[src/rtl/game_io_pkg.sv]
// Shared definitions for the KCPSM6 game controller I/O map and the
// interrupt scheduler: port addresses, cause bit positions, FSM encoding.
package game_io_pkg;

  // Address window owned by game_interface / the game I/O block.
  localparam logic [7:0] GAME_PORT_FIRST = 8'h00;
  localparam logic [7:0] GAME_PORT_LAST  = 8'h0F;

  // Interrupt scheduler registers inside that window.
  localparam logic [7:0] CFG_PORT    = 8'h0A;
  localparam logic [7:0] PERIOD_PORT = 8'h0B;
  localparam logic [7:0] CAUSE_PORT  = 8'h0C;
  localparam logic [7:0] EOI_PORT    = 8'h0D;

  // Bit positions shared by the enable mask, pending flags and cause register.
  localparam int CAUSE_TICK = 0;
  localparam int CAUSE_BTN  = 1;
  localparam int CAUSE_OVR  = 2;

  typedef enum logic [1:0] {
    IDLE    = 2'd0,
    ASSERT  = 2'd1,
    SERVICE = 2'd2
  } irq_state_e;

endpackage

[src/rtl/game_irq_scheduler_if.sv]
// KCPSM6 port bus and interrupt handshake seen by the interrupt scheduler.
// Handshake: interrupt is held high until a clk edge samples interrupt_ack=1
// while interrupt=1; that edge completes the transfer and drops interrupt.
// interrupt_ack while interrupt=0 has no effect.
interface game_irq_scheduler_if;
  import game_io_pkg::*;

  logic [7:0] port_id;
  logic [7:0] out_port;
  logic       write_strobe;
  logic       read_strobe;
  logic       interrupt;
  logic       interrupt_ack;
  logic [7:0] irq_in_port;
  logic       irq_rd_sel;
  irq_state_e fsm_state;     // debug view of the scheduler FSM

  modport master (
    output port_id, out_port, write_strobe, read_strobe, interrupt_ack,
    input  interrupt, irq_in_port, irq_rd_sel, fsm_state
  );

  modport slave (
    input  port_id, out_port, write_strobe, read_strobe, interrupt_ack,
    output interrupt, irq_in_port, irq_rd_sel, fsm_state
  );
endinterface

[src/rtl/game_tick_timer.sv]
// Programmable game tick: a PRESCALE-cycle prescaler makes a 1 ms pulse,
// and an ms counter turns every period pulses into a one-clk tick_evt.
module game_tick_timer #(
  parameter int PRESCALE = 100000
) (
  input  logic       clk,
  input  logic       reset_n,
  input  logic       period_wr,
  input  logic [7:0] period_data,
  output logic       tick_evt
);
  localparam int PW = (PRESCALE > 1) ? $clog2(PRESCALE) : 1;
  localparam logic [PW-1:0] PRESCALE_LAST = PW'(PRESCALE - 1);

  logic [PW-1:0] presc_q;
  logic [7:0]    ms_q;
  logic [7:0]    period_q;
  logic          ms_pulse;

  assign ms_pulse = (presc_q == PRESCALE_LAST);

  // Free-running prescaler; period writes do not disturb its phase.
  always_ff @(posedge clk) begin
    if (!reset_n) begin
      presc_q <= '0;
    end else if (ms_pulse) begin
      presc_q <= '0;
    end else begin
      presc_q <= presc_q + PW'(1);
    end
  end

  // Period register and ms counter; a period write restarts the count and
  // a period of 0 parks the counter so no tick is produced.
  always_ff @(posedge clk) begin
    if (!reset_n) begin
      ms_q     <= 8'd0;
      period_q <= 8'd0;
      tick_evt <= 1'b0;
    end else begin
      tick_evt <= 1'b0;
      if (period_wr) begin
        period_q <= period_data;
        ms_q     <= 8'd0;
      end else if (ms_pulse && (period_q != 8'd0)) begin
        if (ms_q == period_q - 8'd1) begin
          ms_q     <= 8'd0;
          tick_evt <= 1'b1;
        end else begin
          ms_q <= ms_q + 8'd1;
        end
      end
    end
  end
endmodule

[src/rtl/game_irq_scheduler.sv]
// Interrupt scheduler for the KCPSM6 game controller: collects tick and
// button events into pending causes, raises interrupt, snapshots the cause
// on acknowledge and waits for software end-of-interrupt.
module game_irq_scheduler
  import game_io_pkg::*;
#(
  parameter int PRESCALE = 100000
) (
  input  logic                 clk,
  input  logic                 reset_n,
  input  logic [3:0]           db_btns,
  game_irq_scheduler_if.slave  bus
);
  logic [2:0] mask_q;
  logic [2:0] pending_q;
  logic [2:0] cause_q;
  logic [2:0] ev;
  logic [3:0] hist_q;
  logic       tick_evt;
  logic       btn_evt;
  logic       cfg_wr;
  logic       period_wr;
  logic       eoi_wr;
  logic       ack_take;
  logic       rd_sel_q;
  logic [7:0] rd_data_q;
  logic       unused_read_strobe;
  irq_state_e state_q;
  irq_state_e state_d;

  // Reads have no side effect, so the read qualifier is not needed.
  assign unused_read_strobe = bus.read_strobe;

  assign cfg_wr    = bus.write_strobe && (bus.port_id == CFG_PORT);
  assign period_wr = bus.write_strobe && (bus.port_id == PERIOD_PORT);
  assign eoi_wr    = bus.write_strobe && (bus.port_id == EOI_PORT);
  assign btn_evt   = (db_btns != hist_q);
  assign ack_take  = (state_q == ASSERT) && bus.interrupt_ack;

  game_tick_timer #(.PRESCALE(PRESCALE)) u_timer (
    .clk         (clk),
    .reset_n     (reset_n),
    .period_wr   (period_wr),
    .period_data (bus.out_port),
    .tick_evt    (tick_evt)
  );

  // Events of this cycle, gated by the enable mask; overrun means a new
  // tick arrived while the previous tick was still pending.
  always_comb begin
    ev             = 3'b000;
    ev[CAUSE_TICK] = tick_evt && mask_q[CAUSE_TICK];
    ev[CAUSE_BTN]  = btn_evt && mask_q[CAUSE_BTN];
    ev[CAUSE_OVR]  = tick_evt && pending_q[CAUSE_TICK] && mask_q[CAUSE_OVR];
  end

  // Next-state logic of the interrupt handshake.
  always_comb begin
    state_d = state_q;
    case (state_q)
      IDLE:    if (pending_q != 3'b000) state_d = ASSERT;
      ASSERT:  if (bus.interrupt_ack)   state_d = SERVICE;
      SERVICE: if (eoi_wr)              state_d = IDLE;
      default: state_d = IDLE;
    endcase
  end

  // FSM state register.
  always_ff @(posedge clk) begin
    if (!reset_n) state_q <= IDLE;
    else          state_q <= state_d;
  end

  // Mask, button history, pending accumulation and cause snapshot on ack.
  always_ff @(posedge clk) begin
    if (!reset_n) begin
      mask_q    <= 3'b000;
      pending_q <= 3'b000;
      cause_q   <= 3'b000;
      hist_q    <= db_btns;
    end else begin
      hist_q <= db_btns;
      if (cfg_wr) mask_q <= bus.out_port[2:0];
      if (ack_take) begin
        cause_q   <= pending_q | ev;
        pending_q <= 3'b000;
      end else begin
        pending_q <= pending_q | ev;
      end
    end
  end

  // Registered read path for the two-cycle KCPSM6 input timing.
  always_ff @(posedge clk) begin
    if (!reset_n) begin
      rd_sel_q  <= 1'b0;
      rd_data_q <= 8'h00;
    end else begin
      rd_sel_q  <= (bus.port_id == CAUSE_PORT);
      rd_data_q <= (bus.port_id == CAUSE_PORT) ? {5'b00000, cause_q} : 8'h00;
    end
  end

  assign bus.interrupt   = (state_q == ASSERT);
  assign bus.irq_in_port = rd_data_q;
  assign bus.irq_rd_sel  = rd_sel_q;
  assign bus.fsm_state   = state_q;
endmodule

[src/flat_wrapper.sv]
// flat-port wrapper written by rule: the top's interface ports become plain ports
module game_irq_scheduler_flat import game_io_pkg::*;
#(
  parameter int PRESCALE = 100000
)
  (clk, reset_n, db_btns, bus_port_id, bus_out_port, bus_write_strobe, bus_read_strobe, bus_interrupt_ack, bus_interrupt, bus_irq_in_port, bus_irq_rd_sel, bus_fsm_state);
  game_irq_scheduler_if bus_i ();
  input  logic clk;
  input  logic reset_n;
  input  logic [3:0] db_btns;
  input wire logic [$bits(bus_i.port_id)-1:0] bus_port_id;
  input wire logic [$bits(bus_i.out_port)-1:0] bus_out_port;
  input wire logic [$bits(bus_i.write_strobe)-1:0] bus_write_strobe;
  input wire logic [$bits(bus_i.read_strobe)-1:0] bus_read_strobe;
  input wire logic [$bits(bus_i.interrupt_ack)-1:0] bus_interrupt_ack;
  output wire logic [$bits(bus_i.interrupt)-1:0] bus_interrupt;
  output wire logic [$bits(bus_i.irq_in_port)-1:0] bus_irq_in_port;
  output wire logic [$bits(bus_i.irq_rd_sel)-1:0] bus_irq_rd_sel;
  output wire logic [$bits(bus_i.fsm_state)-1:0] bus_fsm_state;
  assign bus_i.port_id = bus_port_id;
  assign bus_i.out_port = bus_out_port;
  assign bus_i.write_strobe = bus_write_strobe;
  assign bus_i.read_strobe = bus_read_strobe;
  assign bus_i.interrupt_ack = bus_interrupt_ack;
  assign bus_interrupt = bus_i.interrupt;
  assign bus_irq_in_port = bus_i.irq_in_port;
  assign bus_irq_rd_sel = bus_i.irq_rd_sel;
  assign bus_fsm_state = bus_i.fsm_state;
  game_irq_scheduler #(.PRESCALE(PRESCALE)) u_core (.clk(clk), .reset_n(reset_n), .db_btns(db_btns), .bus(bus_i));
endmodule
[config.mk]
export PLATFORM = sky130hd
export DESIGN_NAME = game_irq_scheduler_flat
export DESIGN_NICKNAME = d
export VERILOG_FILES = /design/src/rtl/game_io_pkg.sv /design/src/rtl/game_irq_scheduler_if.sv /design/src/rtl/game_tick_timer.sv /design/src/rtl/game_irq_scheduler.sv /design/src/flat_wrapper.sv
export SDC_FILE = /design/constraint.sdc
export NUM_CORES = 1
export LEC_CHECK = 0
export ABC_AREA = 1
export CAP_MARGIN = 25
export CORE_MARGIN = 8
export CORE_UTILIZATION = 50
export CTS_BUF_LIST = sky130_fd_sc_hd__clkbuf_8
export CTS_CLUSTER_DIAMETER = 200
export CTS_CLUSTER_SIZE = 25
export DETAILED_ROUTE_END_ITERATION = 16
export PLACE_DENSITY = 0.74
export SLEW_MARGIN = 20
export SYNTH_ARGS = -nofsm -noshare
export SYNTH_HDL_FRONTEND = slang
export SYNTH_HIERARCHICAL = 1
export SYNTH_SLANG_ARGS = --single-unit
export TNS_END_PERCENT = 5
[constraint.sdc]
create_clock -name clk -period 3.3 [get_ports clk]
set_input_delay 0.66 -clock clk [delete_from_list [all_inputs] [get_ports clk]]
set_output_delay 0.66 -clock clk [all_outputs]
set_load 0.05 [all_outputs]
# After elaboration in Yosys (flattened, before gate mapping)
# Index checks and enable logic that the tools add are counted.
dict set report op_classes {
  add_sub_neg 3
  mul 0
  n_div 0
  magnitude_cmp 0
  eq_ne 12
  n_shift 0
  muxes 6
  bitwise_logic 3
  n_reduce_logical 18
}
# op count
set op_table {}
lappend op_table {{8-bit by 4-bit == test with 1-bit output, second input constant} 4}
lappend op_table {{17-bit by 1-bit adder with 17-bit output, second input constant} 1}
lappend op_table {{17-bit == test, second input constant} 1}
lappend op_table {{1-bit logical AND} 9}
lappend op_table {{8-bit by 1-bit adder with 8-bit output, second input constant} 1}
lappend op_table {{8-bit == test} 1}
lappend op_table {{8-bit 2-to-1 mux} 1}
lappend op_table {{8-bit nonzero test} 1}
lappend op_table {{8-bit by 1-bit subtractor with 8-bit output, second input constant} 1}
lappend op_table {{2-bit 2-to-1 mux} 3}
lappend op_table {{2-bit case mux with 3 select lines} 1}
lappend op_table {{2-bit OR reduction} 3}
lappend op_table {{2-bit by 1-bit inequality test with 1-bit output, second input constant} 2}
lappend op_table {{4-bit inequality test} 1}
lappend op_table {{3-bit OR} 1}
lappend op_table {{3-bit AND reduction} 1}
lappend op_table {{3-bit nonzero test} 1}
lappend op_table {{3-bit OR reduction} 1}
lappend op_table {{2-bit by 1-bit == test with 1-bit output, second input constant} 1}
lappend op_table {{2-bit == test, second input constant} 1}
lappend op_table {{2-bit logical NOT} 1}
lappend op_table {{2-bit inequality test, second input constant} 1}
lappend op_table {{1-bit NOT} 2}
lappend op_table {{2-bit AND reduction} 1}
lappend op_table {{1-bit 2-to-1 mux} 1}
dict set report word_totals {
  ff_bits 58
  latch_bits 0
  ramBits 0
  romBits 0
  input_bits 25
  word_cells 54
  memories 0
}

# Depth between registers and ports, before layout
# Gate-level depths: netlist of the first run.
dict set report depth {
  word_depth 4
  depth_mapped 12
}

# Cells and area by module
# Netlist of the first run, hierarchy kept.
# module instances cells_per_inst area_per_inst_um2 seq_area_each_um2
set modules_own_cells {}
lappend modules_own_cells {game_tick_timer 1 310 2025.7 680.7}
lappend modules_own_cells {game_irq_scheduler 1 120 849.6 380.4}

# Worst setup path before layout of the first run
# No wires, ideal clock.
dict set report synth_path {
  path_type {in2reg}
  start {input port bus_port_id[2]}
  end {register u_core.u_timer.period_q[6]}
  arrival_time_ps 1674
  path_slack_ps 1495
  stages 7
  path_buffers 1
  path_cell_list {inv_1 nand3_1 nor4_1 inv_1 clkbuf_1 o21ai_0 a21oi_1}
}
dict set report synth_between {
  elab_chain_cells 2
}
# element line
set synth_rtl {}
lappend synth_rtl {{start, declared} flat_wrapper.sv:11} ;# input wire logic [$bits(bus_i.port_id)-1:0] bus_port_id;
lappend synth_rtl {{8-bit by 4-bit == test with 1-bit output} game_irq_scheduler.sv:35} ;# assign period_wr = bus.write_strobe && (bus.port_id == PERIOD_PORT);
lappend synth_rtl {{1-bit logical AND} game_irq_scheduler.sv:35}
lappend synth_rtl {{net u_core.period_wr} game_irq_scheduler.sv:22} ;# logic period_wr;
lappend synth_rtl {{end signal, assigned} game_tick_timer.sv:43} ;# period_q <= period_data;
lappend synth_rtl {{end, declared} game_tick_timer.sv:17} ;# logic [7:0] period_q;
# The timed path passes the listed nets, and every way through them passes these cells.
# A chain may end at the register's enable or synchronous reset.

# Final worst setup path of the first run
dict set report layout_path {
  start {register u_core.state_q[0] (netlist: u_core/bus.fsm_state[0])}
  end {output port bus_interrupt}
}
dict set report layout_between {
  elab_chain_cells 1
}
# element line
set layout_rtl {}
lappend layout_rtl {{start, declared} game_irq_scheduler.sv:28} ;# irq_state_e state_q;
lappend layout_rtl {{start signal, assigned} game_irq_scheduler.sv:71} ;# else state_q <= state_d;
lappend layout_rtl {{2-bit by 1-bit == test with 1-bit output} game_irq_scheduler.sv:104} ;# assign bus.interrupt = (state_q == ASSERT);
lappend layout_rtl {{end, declared} flat_wrapper.sv:16} ;# output wire logic [$bits(bus_i.interrupt)-1:0] bus_interrupt;
# Every way passes these cells.

==> results by group, run 1 <==
Die
  • Die height: 91.8 um
  • Top Ports: 37
  • Core area: 0.00554 sq mm
  • # rows: 27
  • DIE AREA: 0.00843 sq mm
  • Die X: 91.8 um
  • Initial core utilization: 51.9%

STA
  • Max Freq: 424 MHz
  • Setup Skew: 0.0105 ns
  • Min Tclk post-route: 2.36 ns
  • Slew Viols, Final: 0
  • Final count of negative-setup-slack endpoints: 0
  • Final Hold Violating Endpoints: 0
  • PnR worst setup slack: 0.940 ns
  • Max transition margin: 66.5%
  • Slew at the pin closest to its max-slew limit: 0.500 ns
  • RSZ-0062 raised after global routing: false
  • Crit share post-route: 71.5%
  • Final TNS setup: 0 ns

Placed design
  • GPL Wtd Cong: 0.856
  • PortBufs: 30
  • Final HPWL DP: 4800 um
  • Dpl cell area: 0.00324 sq mm
  • DP Cell Count: 530
  • Place WS: 0.996 ns

Drt
  • DR vias/cell: 4.79
  • DRC: 0
  • ANT nets after route: 0
  • Drt pass-1 iters: 4
  • Total Wirelength: 6010 um
  • Vias: 2575
  • Avg WL per Cell: 11.2 um
  • Drt initial violations: 107

Global route
  • Largest net degree at the start of global routing: 19
  • Initial antenna violation count: 0
  • Vias in the first global route: 2402
  • First-pass GRT wire length: 10400 um
  • Grt ovf: 0
  • GRT Overall Usage: 14.6%

Synthesis
  • Ys flop type: dfxtp_1
  • Simple-Gate Fraction of Synth Area: 36.6%
  • Syn Inst Count: 430
  • Distinct cells, synth: 38
  • Share of async-settable or async-resettable flops after synthesis: 0%
  • Sequential share of the synthesized area: 36.9%
  • Complex-gate fraction of the synthesized area: 9.40%
  • Syn_area_per_cell: 6.69 sq um
  • Post-synth EDFFs: 0
  • Mapped Area: 0.00288 sq mm
  • Synth Area in Adders: 1.74%
  • Synthesis Warnings: 6
  • Yosys reg bits: 53
  • Xor/xnor share of the synthesized area: 3.66%
  • Largest family of logic cells by synthesized area: simple AND/OR/NAND/NOR gates
  • Mux contribution to synthesized area: 0%

CTS
  • CTS H-Tree Depth: 2
  • Buffers from clock root to sink, at most: 2
  • Post_cts resized: 0
  • Clk sinks: 53
  • Root Driver: clkbuf_8
  • CTS buffer count: 5
  • CTS tree: yes
  • Worst-Skew Late Latency: 0.31 ns
  • Clk slew on worst S/H paths: 0.10 ns
  • Postcts setup bufs: 0
  • Hold-fix buffers, CTS: 0

Pwr
  • NetSw: 271 uW
  • Power, Total: 1.11 mW
  • Internal: 837 uW
  • P per Cell Area: 332 mW/mm^2
  • Logic pwr share: 7.8%
  • Peak VDD IR: 208 uV
  • Clock share of power: 33.6%
  • Sw frac: 24.5%
  • Seq pwr share: 58.6%
  • Leakage: 1.44 nW

Run
  • Max Cap Viol: 0

Final layout
  • Design area: 0.00334 sq mm
  • Fill count: 535
  • Final Net Count: 494
  • Share of cells above drive strength 1: 8.15%
  • Ant diodes: 0
  • Finished Layout Cells: 538
  • Synthesis-to-finish area growth: 16.1%

Worst setup path
  • Critical Path RT: 2.64 ns
  • WP data arrival: 1.70 ns
  • Reg2Reg Setup Slack: 1.55 ns
  • Worst setup EP type: primary output
  • Crit path kind: flop to primary output
  • Crit Path Max Fanout: 4
  • Startpoint types: flop

Min path
  • Hold Path Class: flop to flop

Run status
  • Outcome: completed
[area by class of cell]
type,count,area (sq um),share of cell area [%]
Clock inverter,3,25.0,0.750
Tap cell,72,90.1,2.70
Inverter,75,282,8.43
Timing Repair Buffer,32,315,9.45
Sequential cell,53,1060,31.8
Multi-Input combinational cell,298,1500,44.8
Clock buffer,5,68.8,2.06
[registers in the layout, summed over array words and instances (netlist names)]
register and cells:
u_core/hist_q 4, u_core/mask_q 3, u_core/pending_q 3, u_core/u_timer/presc_q 17, u_core/u_timer/tick_evt 1, u_core/u_timer/period_q 8
u_core/bus.fsm_state 2, u_core/bus.irq_in_port 3, u_core/u_timer/ms_q 8, u_core/cause_q 3, u_core/bus.irq_rd_sel 1
[stage by stage]
step | util, % | hold WS [ns]
3_3_place_gp | 58.6 | 0.420
2_1_floorplan | - | 0.409
6_report | 60.3 | 0.435
5_1_grt | 60.3 | 0.458
4_1_cts | 60.3 | 0.440
3_5_place_dp | 58.6 | 0.424
[final timing paths]
path	depth (start not counted)	start	endpoint
hold reg to reg	2	u_core/cause_q[1]	u_core/bus.irq_in_port[1]
setup / recovery	3	u_core/bus.fsm_state[0]	bus_interrupt
setup reg to reg	12	u_core/u_timer/period_q[0]	u_core/u_timer/ms_q[3]
hold / removal	2	u_core/cause_q[1]	u_core/bus.irq_in_port[1]
[power by group through the flow]
| stage | combinational [mW] | sequential, mW | clock [mW] |
|---|---|---|---|
| floorplan | 0.0509 | 0.664 | 0 |
| global placement | 0.0850 | 0.664 | 0 |
| detailed placement | 0.0866 | 0.664 | 0 |
| CTS | 0.0869 | 0.649 | 0.391 |
| global route | 0.0960 | 0.650 | 0.412 |
| finish | 0.0866 | 0.649 | 0.372 |
[worst max-delay path, stage by stage (launching register included)]
cell and delay (ns):
dfxtp_1 0.38, inv_1 0.09, nor2_4 0.11, clkdlybuf4s50_1 0.81
[cells in the final DEF (no fill, tap or decap), types with 2 or more instances in the layout]
cell             instances
a21oi_1                 23
buf_4                    2
clkbuf_8                 5
clkdlybuf4s50_1         30
conb_1                   5
dfxtp_1                 53
ha_1                     4
inv_1                   73
inv_2                    2
nand2_1                100
nand2_2                  5
nand3_1                 24
nand3_2                  2
nand4_1                  4
nor2_1                  65
nor2_2                   7
nor2_4                   4
nor3_1                   8
nor4_1                   3
o21a_1                   3
o21ai_0                 11
o21ai_1                  5
xnor2_1                  4
xor2_1                   8
[cells by family after synthesis]
kind of cell,count (synthesis)
and+or+nand+nor,228
buffers and inverters,83
DFF,53
AOI/OAI and AO/OA,49
xor gates and xnor gates,12
adders and majority gates,4
other,1
[synthesized netlist by cell type (2+ instances only)]
cell type | count | area, sq um
nor2_2 | 7 | 43.8
nand3_2 | 2 | 20.0
a21oi_1 | 23 | 115
buf_4 | 5 | 37.5
nand2_1 | 100 | 375
nand2_2 | 5 | 31.3
xnor2_1 | 4 | 35.0
o21ai_0 | 11 | 55.1
xor2_1 | 8 | 70.1
nor2_1 | 65 | 244
nand4_1 | 4 | 25.0
inv_2 | 2 | 7.51
o21ai_1 | 5 | 25.0
dfxtp_1 | 53 | 1060
nor2_4 | 4 | 45.0
nor3_1 | 8 | 40.0
nor4_1 | 3 | 18.8
nand3_1 | 24 | 120
ha_1 | 4 | 50.1
inv_1 | 73 | 274
o21a_1 | 3 | 22.5
[layer usage]
layer  vias up  global-route usage [%]  wire length (um)
li1       1392                       -                 -
met1      1158                    17.7              2840
met2        19                    25.5              2980
met3         6                    2.93               125
met4         0                    4.03                59
met5         -                       0                 0
Note: power is estimated with default switching activity, not from simulation.
==> inputs of run 2 (changes only) <==
- clock period: 3.3 -> 2.4 ns (I/O delays scaled with it)
==> results by group, run 2 (synthesized netlist as in run 1, its figures left out) <==
Worst setup path
  • Critical Path RT: 1.92 ns
  • Crit Path Max Fanout: 4
  • Reg2Reg Setup Slack: 0.57 ns
  • Worst reg2reg path startpoint: u_core/u_timer/period_q[0]
  • Crit path kind: flop to primary output
  • Worst setup EP type: primary output
  • Reg2Reg Depth: 12
  • Startpoint types: flop
  • Reg2reg end: u_core/u_timer/ms_q[3]
  • WP data arrival: 1.71 ns

Pwr
  • Leakage: 1.44 nW
  • Peak VDD IR: 269 uV
  • P per Cell Area: 459 mW/mm^2

Global route
  • GR peak layer: met2
  • Met1 Track Usage GR: 17.1%
  • Met3 usage: 2.77%
  • Grt ovf: 0
  • First-pass GRT wire length: 10400 um
  • Largest net degree at the start of global routing: 19
  • Vias in the first global route: 2420
  • GRT Overall Usage: 14.5%
  • GR Layer Usage met2: 26.1%
  • Initial antenna violation count: 0

Die
  • DIE AREA: 0.00843 sq mm
  • Die X: 91.8 um
  • Die height: 91.8 um
  • Core area: 0.00554 sq mm
  • # rows: 27
  • Initial core utilization: 51.9%
  • Top Ports: 37

Final layout
  • Most frequent cells in the layout: nand2_1 (100), inv_1 (73), nor2_1 (65), dfxtp_1 (53), clkdlybuf4s50_1 (30)
  • Share of cells above drive strength 1: 8.15%
  • Ant diodes: 0
  • Biggest register: u_core/u_timer/presc_q
  • Fill count: 555
  • Final Net Count: 494
  • Largest regs: u_core/u_timer/presc_q (17), u_core/u_timer/ms_q (8), u_core/u_timer/period_q (8)
  • Max reg flops: 17
  • Commonest non-fill, non-tap cell in the layout: nand2_1
  • Synthesis-to-finish area growth: 16.1%

CTS
  • Buffers from clock root to sink, at most: 2
  • Worst-Skew Late Latency: 0.31 ns
  • Postcts setup bufs: 0
  • CTS buffer count: 5
  • Root Driver: clkbuf_8
  • CTS H-Tree Depth: 2
  • Hold-fix buffers, CTS: 0
  • Clk slew on worst S/H paths: 0.10 ns
  • Clk sinks: 53
  • CTS tree: yes
  • Post_cts resized: 0

Drt
  • DR vias/cell: 4.79
  • Drt pass-1 iters: 4
  • ANT nets after route: 0
  • Total Wirelength: 5980 um
  • DRC: 0
  • Avg WL per Cell: 11.1 um
  • Drt initial violations: 128
  • Vias: 2575

STA
  • Final TNS setup: 0 ns
  • Crit share post-route: 91.2%
  • PnR worst setup slack: 0.211 ns
  • Slew Viols, Final: 0
  • RSZ-0062 raised after global routing: false
  • Min Tclk post-route: 2.19 ns
  • Max Freq: 457 MHz
  • Final Hold Violating Endpoints: 0
  • Setup Skew: 0.00933 ns
  • Final count of negative-setup-slack endpoints: 0
  • Max transition margin: 66.4%
  • Slew at the pin closest to its max-slew limit: 0.503 ns

Run status
  • Outcome: completed

Min path
  • Hold path start: u_core/cause_q[1]
  • Hold depth: 2
  • Hold path endpoint: u_core/bus.irq_in_port[1]
  • Hold Path Class: flop to flop

Run
  • Max Cap Viol: 0

Placed design
  • Final HPWL DP: 4810 um
  • PortBufs: 30
  • GPL Wtd Cong: 0.901
  • Place WS: 0.219 ns
==> run 2: routing by layer <==
metal / up-vias / routed length, um
li1: 1390 / -
met1: 1149 / 2690
met2: 32 / 3040
met3: 4 / 200
met4: 0 / 48
met5: - / 0
==> run 2: worst max-delay path by stage <==
stage                            start                          to  slack, ns
4_1_cts        u_core/bus.fsm_state[0]               bus_interrupt       0.19
5_1_grt        u_core/bus.fsm_state[0]               bus_interrupt       0.13
2_1_floorplan           bus_port_id[2]  u_core/u_timer/period_q[6]       0.77
3_5_place_dp            bus_port_id[1]  u_core/u_timer/period_q[0]       0.22
6_report       u_core/bus.fsm_state[0]               bus_interrupt       0.21
3_3_place_gp            bus_port_id[1]  u_core/u_timer/period_q[1]       0.32
==> run 2: power by group <==
group / switching, mW / internal [mW] / leakage (nW) / total (mW)
Combinational: 0.0667 / 0.0520 / 0.962 / 0.119
Clock: 0.308 / 0.213 / 0.0452 / 0.521
Sequential: 0.00504 / 0.887 / 0.429 / 0.892
==> run 2: cell type report <==
cell class	instances	area, sq um	share of cell area [%]
clock inverter	3	25.0	0.750
inverter	75	282	8.43
clock buffer	5	68.8	2.06
timing repair buffer	32	315	9.45
sequential	53	1060	31.8
multi-input combinational	298	1500	44.8
tap	72	90.1	2.70
==> run 2: critical path: stages, from the launching register on <==
cell             delay, ns
dfxtp_1               0.38
inv_1                 0.09
nor2_4                0.11
clkdlybuf4s50_1       0.81
==> run 2: through the flow <==
step	hold WS (ns)	utilization, %	total power [mW]	area [sq um]	instances
6_report	0.437	60.3	1.53	3340	538
5_1_grt	0.465	60.3	1.60	3340	538
4_1_cts	0.441	60.3	1.56	3340	538
3_5_place_dp	0.425	58.6	1.03	3240	530
3_3_place_gp	0.420	58.6	1.03	3240	530
2_1_floorplan	0.409	-	0.983	2890	434
==> RTL edit: new RTL, settings of run 2 <==
Take the reset off `rd_data_q` and load it in a clocked block of its own.
--- a/src/rtl/game_irq_scheduler.sv
+++ b/src/rtl/game_irq_scheduler.sv
@@ -94,11 +94,13 @@
   always_ff @(posedge clk) begin
     if (!reset_n) begin
       rd_sel_q  <= 1'b0;
-      rd_data_q <= 8'h00;
     end else begin
       rd_sel_q  <= (bus.port_id == CAUSE_PORT);
-      rd_data_q <= (bus.port_id == CAUSE_PORT) ? {5'b00000, cause_q} : 8'h00;
     end
+  end
+
+  always_ff @(posedge clk) begin
+    rd_data_q <= (bus.port_id == CAUSE_PORT) ? {5'b00000, cause_q} : 8'h00;
   end
 
   assign bus.interrupt   = (state_q == ASSERT);
Formal check against the unedited RTL: differs if reset_n is asserted again (counterexample within 10 cycles, from zero or initial values and one cycle with reset_n low); with reset_n held inactive, the same outputs for 10 cycles.
==> RTL edit against run 2 <==
  * Sequential cell count did not move
  * Worst setup slack improved by 0.033 ns
  * Area after synthesis rose by 0.35%
  * Count of clock-buffer cells in the layout did not move
  * Maximum frequency rose by 1.5%
  * Cell area rose by 0.49%
  * Wire length rose by 0.18%
  * Total power rose by 1.3%
  * Global-route usage rose by 0.25 points
  * Critical endpoint unchanged
  * Largest power group unchanged
==> RTL edit: results (changes against run 2) <==
{| class="wikitable"
! Metric !! Value
|-
| Largest net degree at the start of global routing || 20 (was 19)
|-
| Internal || 1.16 mW (was 1.15 mW)
|-
| Sequential cell count || 53 (unchanged)
|-
| Synth top cells by count || 101 x nand2_1, 70 x nor2_1, 65 x inv_1 (was 100 x nand2_1, 73 x inv_1, 65 x nor2_1)
|-
| Initial DRC count || 162 (was 128)
|-
| Gate Count Post-Synth || 429 (was 430)
|-
| Slew at the pin closest to its max-slew limit || 0.506 ns (was 0.503 ns)
|-
| R2R Path Start || u_core/u_timer/presc_q[0]$_SDFF_PP0_ (was u_core/u_timer/period_q[0]$_SDFFE_PN0P_)
|-
| Number of search-and-repair iterations in the first detailed-routing pass || 5 (was 4)
|-
| Number of distinct standard cells referenced by the synthesized netlist || 33 (was 38)
|-
| Number of nets in the finished design || 493 (was 494)
|-
| RR Endpoint || u_core/u_timer/presc_q[16]$_SDFF_PP0_ (was u_core/u_timer/ms_q[3]$_SDFFE_PP0N_)
|-
| Dpl hpwl || 4760 um (was 4810 um)
|-
| Fillers || 548 (was 555)
|-
| Post-layout instance count excluding filler cells || 537 (was 538)
|-
| Run status || completed (unchanged)
|-
| Avg WL per Cell || 11.2 um (was 11.1 um)
|-
| Layout inverter count without the clock tree || 72 (was 75)
|-
| Arr. time, crit path || 1.68 ns (was 1.71 ns)
|-
| Share of the final layout cell area in multi-input gates || 45.4% (was 44.8%)
|-
| Worst slack on hold paths || 0.440 ns (was 0.437 ns)
|-
| Global-route wire length before repair || 10,500 um (was 10,400 um)
|-
| Multi-input gates || 301 (was 298)
|-
| Cell Count Post-Placement || 529 (was 530)
|-
| Proportion of cell area occupied by registers || 31.6% (was 31.8%)
|-
| Top cells by area, synth || dfxtp_1 37%, nand2_1 13%, nor2_1 9.1% (was dfxtp_1 37%, nand2_1 13%, inv_1 9.5%)
|-
| Clock tree skew after final layout || 0.00439 ns (was 0.00933 ns)
|-
| Register-to-register setup slack || 0.61 ns (was 0.57 ns)
|-
| Count of buffers not belonging to the clock network in the layout || 31 (was 32)
|-
| Routability congestion estimate || 0.889 (was 0.901)
|-
| Worst min-delay path endpoint || u_core/bus.irq_in_port[0]$_SDFF_PN0_ (was u_core/bus.irq_in_port[1]$_SDFF_PN0_)
|-
| Global-route total usage across every layer || 14.7% (was 14.5%)
|-
| Fraction of final layout cells sized beyond drive strength 1 || 9.25% (was 8.15%)
|}
## RTL edit: changes by cell type after synthesis, moves of 2 or more
cell      delta
nand3_1      -3
nor2_1       +5
inv_2        +5
inv_1        -8
nand3b_1     +2
nor2_4       +2
## RTL edit: worst max-delay path by stage
stage / startpoint / end / slack, ns / cells after the start
after floorplan: bus_port_id[3] / u_core/u_timer/period_q[6]$_SDFFE_PN0P_ / 0.86 / 8
after global placement: bus_port_id[3] / u_core/u_timer/period_q[7]$_SDFFE_PN0P_ / 0.30 / 8
after detailed placement: bus_port_id[3] / u_core/u_timer/period_q[2]$_SDFFE_PN0P_ / 0.26 / 8
after CTS: u_core/bus.fsm_state[0]$_SDFFE_PN0P_ / bus_interrupt / 0.21 / 3
after global routing: u_core/bus.fsm_state[0]$_SDFFE_PN0P_ / bus_interrupt / 0.15 / 3
final: u_core/bus.fsm_state[0]$_SDFFE_PN0P_ / bus_interrupt / 0.24 / 3
## RTL edit: metal layers
metal | track usage [%] | vias up | part of all wire (%)
met5 | 0 | - | 0
met4 | 4.97 | 0 | 1.3
met3 | 3.99 | 7 | 6.5
met2 | 24.7 | 72 | 45
met1 | 17.7 | 1154 | 47
li1 | - | 1386 | -
## RTL edit: logic make-up after synthesis
| kind of cell | synth area share, % |
|---|---|
| compound gates | 8.54 |
| simple gates | 38.2 |
| fa+ha+maj | 1.73 |
| flops | 36.8 |
| xor+xnor | 3.64 |
| buf+inv | 11.0 |
| other cells | 0.130 |
## RTL edit: power groups by stage
stage,registers [mW],logic [mW],clock network (mW)
floorplan,0.913,0.0709,0
global placement,0.912,0.120,0
detailed placement,0.913,0.123,0
CTS,0.893,0.123,0.560
global route,0.894,0.137,0.586
finish,0.893,0.122,0.538
